===== config.mk =====
export PLATFORM = sky130hd
export DESIGN_NAME = crc16_frame_tx
export DESIGN_NICKNAME = d
export VERILOG_FILES = /design/src/rtl/crc16_frame_tx.sv
export SDC_FILE = /design/constraint.sdc
export NUM_CORES = 1
export LEC_CHECK = 0
export ABC_AREA = 1
export CAP_MARGIN = 20
export CORE_UTILIZATION = 50
export CTS_BUF_LIST = sky130_fd_sc_hd__clkbuf_4
export DETAILED_ROUTE_END_ITERATION = 7
export GPL_ROUTABILITY_DRIVEN = 0
export PLACE_DENSITY = 0.85
export SLEW_MARGIN = 5
export SYNTH_ARGS = -nofsm -noshare
export SYNTH_HDL_FRONTEND = slang
export SYNTH_SLANG_ARGS = --single-unit

===== constraint.sdc =====
create_clock -name clk -period 1.9 [get_ports clk]
set_input_delay 0.285 -clock clk [delete_from_list [all_inputs] [get_ports clk]]
set_output_delay 0.285 -clock clk [all_outputs]
set_load 0.01 [all_outputs]

===== src/rtl/crc16_frame_tx.sv =====
// Transmit-path frame sequencer: forwards payload bytes, appends CRC-16-CCITT (hi, lo), reseeds per frame.
// One-cycle registered latency; single output stage, s_ready drops whenever the output slot is occupied and stalled.
module crc16_frame_tx #(
  parameter logic [15:0] CRC_INIT = 16'hFFFF,
  parameter int          LEN_W    = 16
) (
  input  logic             clk,
  input  logic             rst,
  input  logic             s_valid,
  output logic             s_ready,
  input  logic [7:0]       s_data,
  input  logic             s_last,
  output logic             m_valid,
  input  logic             m_ready,
  output logic [7:0]       m_data,
  output logic             m_last,
  output logic [15:0]      crc_cur,
  output logic             frame_done,
  output logic [LEN_W-1:0] frame_len
);

  typedef enum logic [1:0] {PAYLOAD, CRC_HI, CRC_LO} state_t;

  state_t           state, state_nxt;
  logic [15:0]      crc, crc_nxt;
  logic [LEN_W-1:0] count, count_nxt, frame_len_nxt;
  logic [7:0]       m_data_nxt;
  logic             m_valid_nxt, m_last_nxt, frame_done_nxt;
  logic             ofree, accept;

  // Unrolled MSB-first division by 0x1021; equivalent to the byte-table update.
  function automatic logic [15:0] crc_byte(input logic [15:0] c, input logic [7:0] d);
    logic [15:0] r;
    r = c ^ {d, 8'h00};
    for (int i = 0; i < 8; i++)
      r = r[15] ? ({r[14:0], 1'b0} ^ 16'h1021) : {r[14:0], 1'b0};
    return r;
  endfunction

  assign ofree   = !m_valid || m_ready;
  assign s_ready = (state == PAYLOAD) && ofree;
  assign accept  = s_valid && s_ready;
  assign crc_cur = crc;

  always_comb begin
    state_nxt      = state;
    crc_nxt        = crc;
    count_nxt      = count;
    frame_len_nxt  = frame_len;
    m_valid_nxt    = m_valid;
    m_data_nxt     = m_data;
    m_last_nxt     = m_last;
    frame_done_nxt = 1'b0;
    case (state)
      PAYLOAD: begin
        if (accept) begin
          m_data_nxt  = s_data;
          m_valid_nxt = 1'b1;
          m_last_nxt  = 1'b0;
          crc_nxt     = crc_byte(crc, s_data);
          count_nxt   = (&count) ? count : count + LEN_W'(1);
          if (s_last) state_nxt = CRC_HI;
        end else if (m_ready) begin
          m_valid_nxt = 1'b0;
        end
      end
      CRC_HI: begin
        if (ofree) begin
          m_data_nxt  = crc[15:8];
          m_valid_nxt = 1'b1;
          m_last_nxt  = 1'b0;
          state_nxt   = CRC_LO;
        end
      end
      CRC_LO: begin
        if (ofree) begin
          m_data_nxt     = crc[7:0];
          m_valid_nxt    = 1'b1;
          m_last_nxt     = 1'b1;
          frame_done_nxt = 1'b1;
          frame_len_nxt  = count;
          count_nxt      = '0;
          crc_nxt        = CRC_INIT;
          state_nxt      = PAYLOAD;
        end
      end
      default: state_nxt = PAYLOAD;
    endcase
  end

  always_ff @(posedge clk) begin
    if (rst) begin
      state      <= PAYLOAD;
      crc        <= CRC_INIT;
      count      <= '0;
      frame_len  <= '0;
      m_valid    <= 1'b0;
      m_data     <= 8'h00;
      m_last     <= 1'b0;
      frame_done <= 1'b0;
    end else begin
      state      <= state_nxt;
      crc        <= crc_nxt;
      count      <= count_nxt;
      frame_len  <= frame_len_nxt;
      m_valid    <= m_valid_nxt;
      m_data     <= m_data_nxt;
      m_last     <= m_last_nxt;
      frame_done <= frame_done_nxt;
    end
  end

endmodule


# Word level (Yosys, flattened, before mapping)
# Index checks and enable logic that the tools add are counted.
word_totals:
  regBits: 61
  inputBits: 13
  word_cells: 77
  output_inout_bits: 44
classes:
  muxes: 32
  eq_ne: 9
  n_reduce_logical: 17
  addsub: 1
  bitwise: 10
op_table:
  columns: ["operator", "count"]
  rows:
  - ["two-way mux 13 bit", 8]
  - ["two-way mux 16 bit", 5]
  - ["case mux 16 bit (2 select lines)", 2]
  - ["two-way mux 8 bit", 3]
  - ["inverter 3 bit", 8]
  - ["case mux 8 bit (3 select lines)", 1]
  - ["adder 16 x 1 -> 16 bit (second input constant)", 1]
  - ["AND reduction 16 bit", 1]
  - ["XOR 16 bit", 1]
  - ["AND reduction 4 bit", 3]
  - ["!= test 2 bit (second input constant)", 5]
  - ["two-way mux 2 bit", 4]
  - ["two-way mux 1 bit", 6]
  - ["case mux 2 bit (3 select lines)", 1]
  - ["AND reduction 3 bit", 2]
  - ["nonzero test 2 bit", 2]
  - ["OR reduction 2 bit", 2]
  - ["!= test 3 bit (second input constant)", 1]
  - ["case mux 1 bit (3 select lines)", 1]
  - ["nonzero test 3 bit", 1]
  - ["equality test 2 x 1 -> 1 bit (second input constant)", 1]
  - ["equality test 2 bit (second input constant)", 1]
  - ["logical AND 1 bit", 2]
  - ["zero test 2 bit", 1]
  - ["6 further kinds", 6]

# Longest topological paths before layout
# Gate-level depths: netlist of the first run.
depth:
  word_depth: 19
  mapped_depth: 11
  mapped_depth_nobuf: 10

# Least setup slack after synthesis of the first run
# Ideal clock, no wire load.
synth_timing:
  kind: "register to register"
  startpoint: "register state[0]"
  endpoint: "register m_data[0]"
  path_stages_with_launch: 8
  setup_slack_ps: 233
  setup_time_ps: 115
  required_time_ps: 1785
  n_path_buf: 2
  arrival_time_ps: 1553
  cell_sequence: "dfxtp_1 inv_1 ha_1 buf_2 o21ai_1 nand3_2 buf_2 o21a_1"
synth_between:
  elab_chain_len: 5
  word_cells_on_any_way: 11
  classes_between: "eq/ne: 5; mux: 1; reduce/logical: 5"
synth_rtl:
  columns: ["element", "line", "rtl"]
  rows:
  - ["start, declared", "24", "state_t state, state_nxt;"]
  - ["start signal, assigned", "102", "state <= state_nxt;"]
  - ["zero test 2 bit", "41, 54", null]
  - ["logical AND 1 bit", "41", "assign s_ready = (state == PAYLOAD) && ofree;"]
  - ["logical AND 1 bit", "42", "assign accept = s_valid && s_ready;"]
  - ["!= test 2 bit (no line)", null, null]
  - ["AND reduction 4 bit (no line)", null, null]
  - ["end signal, assigned", "107", "m_data <= m_data_nxt;"]
  - ["end, declared", "15", "output logic [7:0] m_data,"]
# Parallel ways exist; a longest one is shown, timed or not.
# A chain may end at the register's enable or synchronous reset.

# Worst setup path after layout of the first run
layout_timing:
  startpoint: "register state[1]"
  endpoint: "output port s_ready"
layout_between:
  elab_chain_len: 2
layout_rtl:
  columns: ["element", "line", "rtl"]
  rows:
  - ["zero test 2 bit", "41", null]
  - ["logical AND 1 bit", "41", null]
  - ["end, declared", "10", "output logic s_ready,"]
# Every way passes these cells.

==> results.toml, run 1 <==
[global_route]
track_usage_pct = 25.2
antenna_found_initial = 0
grt_overflow = 0
grt_pass1_wl_mm = 14.3
grt_max_degree = 40
grt_pass1_vias = 3321

[finish]
layout.nets = 598
final_core_util_pct = 66.4
drive_gt1_share_pct = 7.56
nFillCells = 542
areaGrowthSynthToFinish_pct = 27.2
antennaDiodeCount = 0

[synth]
synth_edf_count = 0
synth_top_area_share_pct = 36.4
seq_area_frac_synth_pct = 36.4
netlist-cell-type-count = 30
synth_top_area_cell = "dfxtp_1"
synth_area_leaders = "dfxtp_1, nand2_1, nor2_1"
synth_cells = 513
postSynthAreaPerCell_um2 = 6.53
synth_flop_cell = "dfxtp_1"
syn-num-nets = 534
synth_seq_cells = 61
syn_area_mm2 = 0.00335
synthArstFlopShare_pct = 0
ys.warnings.count = 0

[routing]
num_vias = 3556
wl_met2_mm = 4.14
firstDrtPassIters = 7
drc = 10
vias_per_cell = 5.40
drtAntennaViolNets = 0
wl_mm = 8.54
highest-signal-layer = "met4"
dr_wl_met3_um = 660
drtIter0Drc = 267
wl_met1_mm = 3.54
wl_per_cell_um = 13.0

[setup_path]
arrival_ps = 1540
required_ps = 1620
critPathKind = "flip-flop to output pin"
endpoint_kind = "output pin"
rr_startpoint = "state[0]$_SDFFE_PP0P_"
slowest_stage = "dfxtp_1"
start_kind = "flip-flop"
rrSetupSlack_ps = 120
critPathLaunch = "state[1]$_SDFFE_PP0P_"
worstPathCellList = "inv_2 > ha_2 > inv_1 > nor2_1 > dlygate4sd2_1"
max_stage_delay_ps = 360
cp_max_fo = 5

[clock_network]
post_cts_buffers = 0
clk_latency_ps = 410
cts_tree = "yes"
path_clk_slew_ps = 100
htreeDepth = 3
cts_hold_buf = 0
clk_path_buf_depth = 2
cts_made_buffers = 9
cts-root-buf = "clkbuf_4"
clock_sinks = 61

[sta]
slew_viol_final = 0
hold_violations = 0
setup_ws_ps = 76.2
slew_headroom_pct = 74.0
period_share_pct = 96.0
fin_worst_skew_ps = 14.0
rsz0062_at_grt = "yes"
tightest_slew_ps = 389
fin_tns_setup_ps = 0
period_needed_ps = 1820
fmax_mhz = 548
setup_viol = 0
whs_ps = 450

[floorplanning]
rows = 29
num_io_pins = 57
chipWidth_um = 83.9
start_util_pct = 52.2
dieArea_mm2 = 0.00703
chipHeight_um = 83.9
core_mm2 = 0.00642

[power]
p_leak_uw = 0.00197
ir_drop_mv = 0.605
p_per_area_mw_per_mm2 = 1680

[outcome]
outcome = "finished with violations"
violations = "DRC"

[hold_path]
min_from = "m_data[5]$_SDFFE_PP0P_"
holdCritPathClass = "flip-flop to flip-flop"

[placement]
dp_hpwl_mm = 5.97
io_buffers = 56
post-place-ws_ps = -53.7

[run]
max-cap-violations = 0
[final timing paths]
kind,to,depth (start not counted)
max,s_ready,5
min,m_data[5]$_SDFFE_PP0P_,2
max reg2reg,count[15]$_SDFFE_PP0P_,10
min reg2reg,m_data[5]$_SDFFE_PP0P_,2
[Yosys cell counts (4+ instances only)]
| library cell | number |
|---|---|
| clkbuf_1 | 9 |
| ha_1 | 8 |
| o21ai_0 | 34 |
| o21ai_1 | 4 |
| dfxtp_1 | 61 |
| buf_2 | 7 |
| o22ai_1 | 6 |
| a21oi_1 | 32 |
| o211ai_1 | 6 |
| xnor2_1 | 7 |
| inv_1 | 56 |
| nand3_1 | 45 |
| nor2_1 | 61 |
| xor2_1 | 5 |
| nand2_1 | 147 |
[placed cells by master (no fill, tap or decap), drive strengths merged, types with 2 or more instances in the layout]
cell           count
nor2              64
buf               16
xor2               5
xnor2              7
o21a               3
o21bai             3
bufinv             2
o22ai              6
o211ai             6
a21o               3
dfxtp             61
clkdlybuf4s50     55
clkinv             5
nand3             46
inv               58
nand2            150
o21ai             39
ha                 8
clkbuf             9
a21oi             33
[state kept, by name, indices dropped and copies added (netlist names)]
register and cells:
frame_len 16, crc_cur 16, m_valid 1, frame_done 1, count 16, m_data 8, m_last 1, state 2
[what timing repair did]
action                     in CTS  in global routing
cloned                          0                  1
setup endpoints to repair      14                 22
gates resized for setup         6                  3
pin swaps                       0                  1
[cells by family (layout without fill, tap and decap cells)]
family / after synthesis / count (layout) / share of synthesized area, %
buffers and inverters: 78 / 146 / 9.56
flip-flops: 61 / 61 / 36.4
AO/OA/AOI/OAI: 93 / 93 / 15.5
XOR/XNOR: 12 / 12 / 3.14
adder cells (fa/ha/maj): 8 / 8 / 2.99
AND/OR/NAND/NOR: 261 / 262 / 32.4
[cell type report]
cell class                 count  area (um^2)  area share [%]
clock inverter                 7         80.1            1.88
timing repair buffer          72          746            17.5
sequential                    61         1220            28.7
clock buffer                   9         67.6            1.58
inverter                      58          220            5.17
multi-input combinational    375         1830            42.9
tap                           77         96.3            2.26
[metrics by stage]
stage / area, um^2 / power, uW / cells
detailed placement: 4090 / 6090 / 642
floorplan: 3350 / 4440 / 513
global route: 4260 / 7730 / 659
global placement: 4090 / 5980 / 642
finish: 4260 / 7180 / 659
CTS: 4240 / 7110 / 658
[per-layer routing]
layer  vias up  track usage, %
li1       1769               -
met5         -               0
met4         0            10.5
met3        30            6.92
met2       156            43.5
met1      1601            29.3
[report_power, final]
part | switching, uW | internal [uW] | leakage (uW)
clock | 474 | 515 | 0.0000799
sequential | 334 | 1690 | 0.000501
combinational | 2320 | 1850 | 0.00139
[critical path, delay by kind of cell, from the launching register on]
family        cells  cell delay [ps]
buf+inv           3              460
flops             1              360
fa+ha+maj         1              220
simple gates      1              110
Power figures use the tool's default switching activity.
==> run 2, diff against run 1 <==
--- a/config.mk
+++ b/config.mk
@@ -6,7 +6,7 @@
 export NUM_CORES = 1
 export LEC_CHECK = 0
 export ABC_AREA = 1
-export CAP_MARGIN = 20
+export CAP_MARGIN = 25
 export CORE_UTILIZATION = 50
 export CTS_BUF_LIST = sky130_fd_sc_hd__clkbuf_4
 export DETAILED_ROUTE_END_ITERATION = 7
==> results of run 2 <==
The final DEF is identical to that of run 1; final timing and power are the same.
==> run 3, diff against run 2 <==
--- a/config.mk
+++ b/config.mk
@@ -7,6 +7,7 @@
 export LEC_CHECK = 0
 export ABC_AREA = 1
 export CAP_MARGIN = 25
+export CORE_ASPECT_RATIO = 1.25
 export CORE_UTILIZATION = 50
 export CTS_BUF_LIST = sky130_fd_sc_hd__clkbuf_4
 export DETAILED_ROUTE_END_ITERATION = 7
==> results.toml, run 3 (synthesis results as in run 1) <==
[power]
ir_drop_mv = 0.766
p_per_area_mw_per_mm2 = 1670
p_total_uw = 7160
p_leak_uw = 0.00196

[finish]
final_common_cell = "nand2_1"
nFillCells = 577
layout.nets = 599
final_cell_mix = "nand2_1, nor2_1, dfxtp_1"
antennaDiodeCount = 0
final_core_util_pct = 65.7
finalInstanceArea_mm2 = 0.00428
drive_gt1_share_pct = 8.23
areaGrowthSynthToFinish_pct = 27.8

[clock_network]
clk_path_buf_depth = 2
clk_latency_ps = 420
path_clk_slew_ps = 110
clock_sinks = 61
cts_hold_buf = 0
cts_tree = "yes"
cts_made_buffers = 9
htreeDepth = 3
cts-root-buf = "clkbuf_4"

[routing]
num_vias = 3597
wl_per_cell_um = 13.4
drc = 0
drtIter0Drc = 317
vias_per_cell = 5.37
firstDrtPassIters = 5
wl_mm = 9.01
drtAntennaViolNets = 0

[sta]
fin_worst_skew_ps = 16.8
setup_ws_ps = 112
fmax_mhz = 559
period_needed_ps = 1790
period_share_pct = 94.1
tightest_slew_ps = 380
hold_violations = 0
setup_viol = 0
rsz0062_at_grt = "no"
slew_headroom_pct = 74.5
whs_ps = 454
slew_viol_final = 0

[floorplanning]
dieArea_mm2 = 0.00703
core_mm2 = 0.00652
chipWidth_um = 75.2
rows = 33
num_io_pins = 57
chipHeight_um = 93.5
start_util_pct = 51.4

[hold_path]
holdCritPathClass = "flip-flop to flip-flop"
min_delay_worst_endpoint = "m_data[6]$_SDFFE_PP0P_"
min_from = "m_data[6]$_SDFFE_PP0P_"
whs_path_depth = 2

[outcome]
outcome = "completed"

[setup_path]
r2r-end = "crc_cur[13]$_SDFFE_PP1P_"
r2r_cells = 9
cp_max_fo = 5
rrSetupSlack_ps = 150
arrival_ps = 1500
rr_startpoint = "state[0]$_SDFFE_PP0P_"
required_ps = 1620
start_kind = "flip-flop"
critPathKind = "flip-flop to output pin"
endpoint_kind = "output pin"

[global_route]
grt_overflow = 0
grt_max_degree = 30
grt_pass1_vias = 3346
track_usage_pct = 26.9
antenna_found_initial = 0
grt_pass1_wl_mm = 14.5

[run]
max-cap-violations = 0

[placement]
post-place-ws_ps = -59.1
detailed_place.area_mm2 = 0.00409
dp_hpwl_mm = 6.34
io_buffers = 56
## run 3: through the flow
stage | TNS [ps] | std cells
detailed placement | -243 | 652
finish | 0 | 670
CTS | 0 | 668
global placement | 0 | 652
floorplan | 0 | 513
global route | 0 | 670
## run 3: how the worst max path moves through the flow
stage / end / startpoint / cells past startpoint
after floorplan: m_data[0]$_SDFFE_PP0P_ / state[0]$_SDFFE_PP0P_ / 7
after global placement: s_ready / m_ready / 6
after detailed placement: count[13]$_SDFFE_PP0P_ / m_ready / 9
after CTS: s_ready / state[0]$_SDFFE_PP0P_ / 5
after global routing: crc_cur[7]$_SDFFE_PP1P_ / state[0]$_SDFFE_PP0P_ / 9
final: s_ready / state[1]$_SDFFE_PP0P_ / 5
## run 3: final cells by class
cell class | instances | area (um^2) | share of cell area, %
Clock buffer | 10 | 75.1 | 1.75
Clock inverter | 6 | 53.8 | 1.26
Tap cell | 87 | 109 | 2.54
Inverter | 58 | 223 | 5.20
Sequential cell | 61 | 1220 | 28.6
Timing Repair Buffer | 74 | 762 | 17.8
Multi-Input combinational cell | 374 | 1840 | 42.9
## run 3: worst max-delay path, stage by stage (launching register included)
cell and delay [ps]:
dfxtp_2 360, inv_2 110, ha_4 170, inv_1 70
nor2_1 110, dlygate4sd2_1 270
## run 3: per-layer routing
metal / vias up / routed length, um / part of all wire, % / track usage [%]
met3: 19 / 429 / 4.8 / 5.93
met1: 1670 / 3620 / 40 / 28.2
met5: - / 0 / 0 / 0
li1: 1774 / - / - / -
met4: 0 / 229 / 2.5 / 12.5
met2: 134 / 4730 / 53 / 49.3
## run 3: power breakdown
part | internal, uW | switching, uW
clock | 401 | 491
combinational | 1920 | 2320
sequential | 1690 | 342
## run 3: repair_timing
item,4_1_cts,5_1_grt
hold endpoints to repair,0,0
buffers inserted,0,1
setup endpoints to repair,6,16
resized for setup,6,6
pin swaps,0,1
gates cloned,0,1
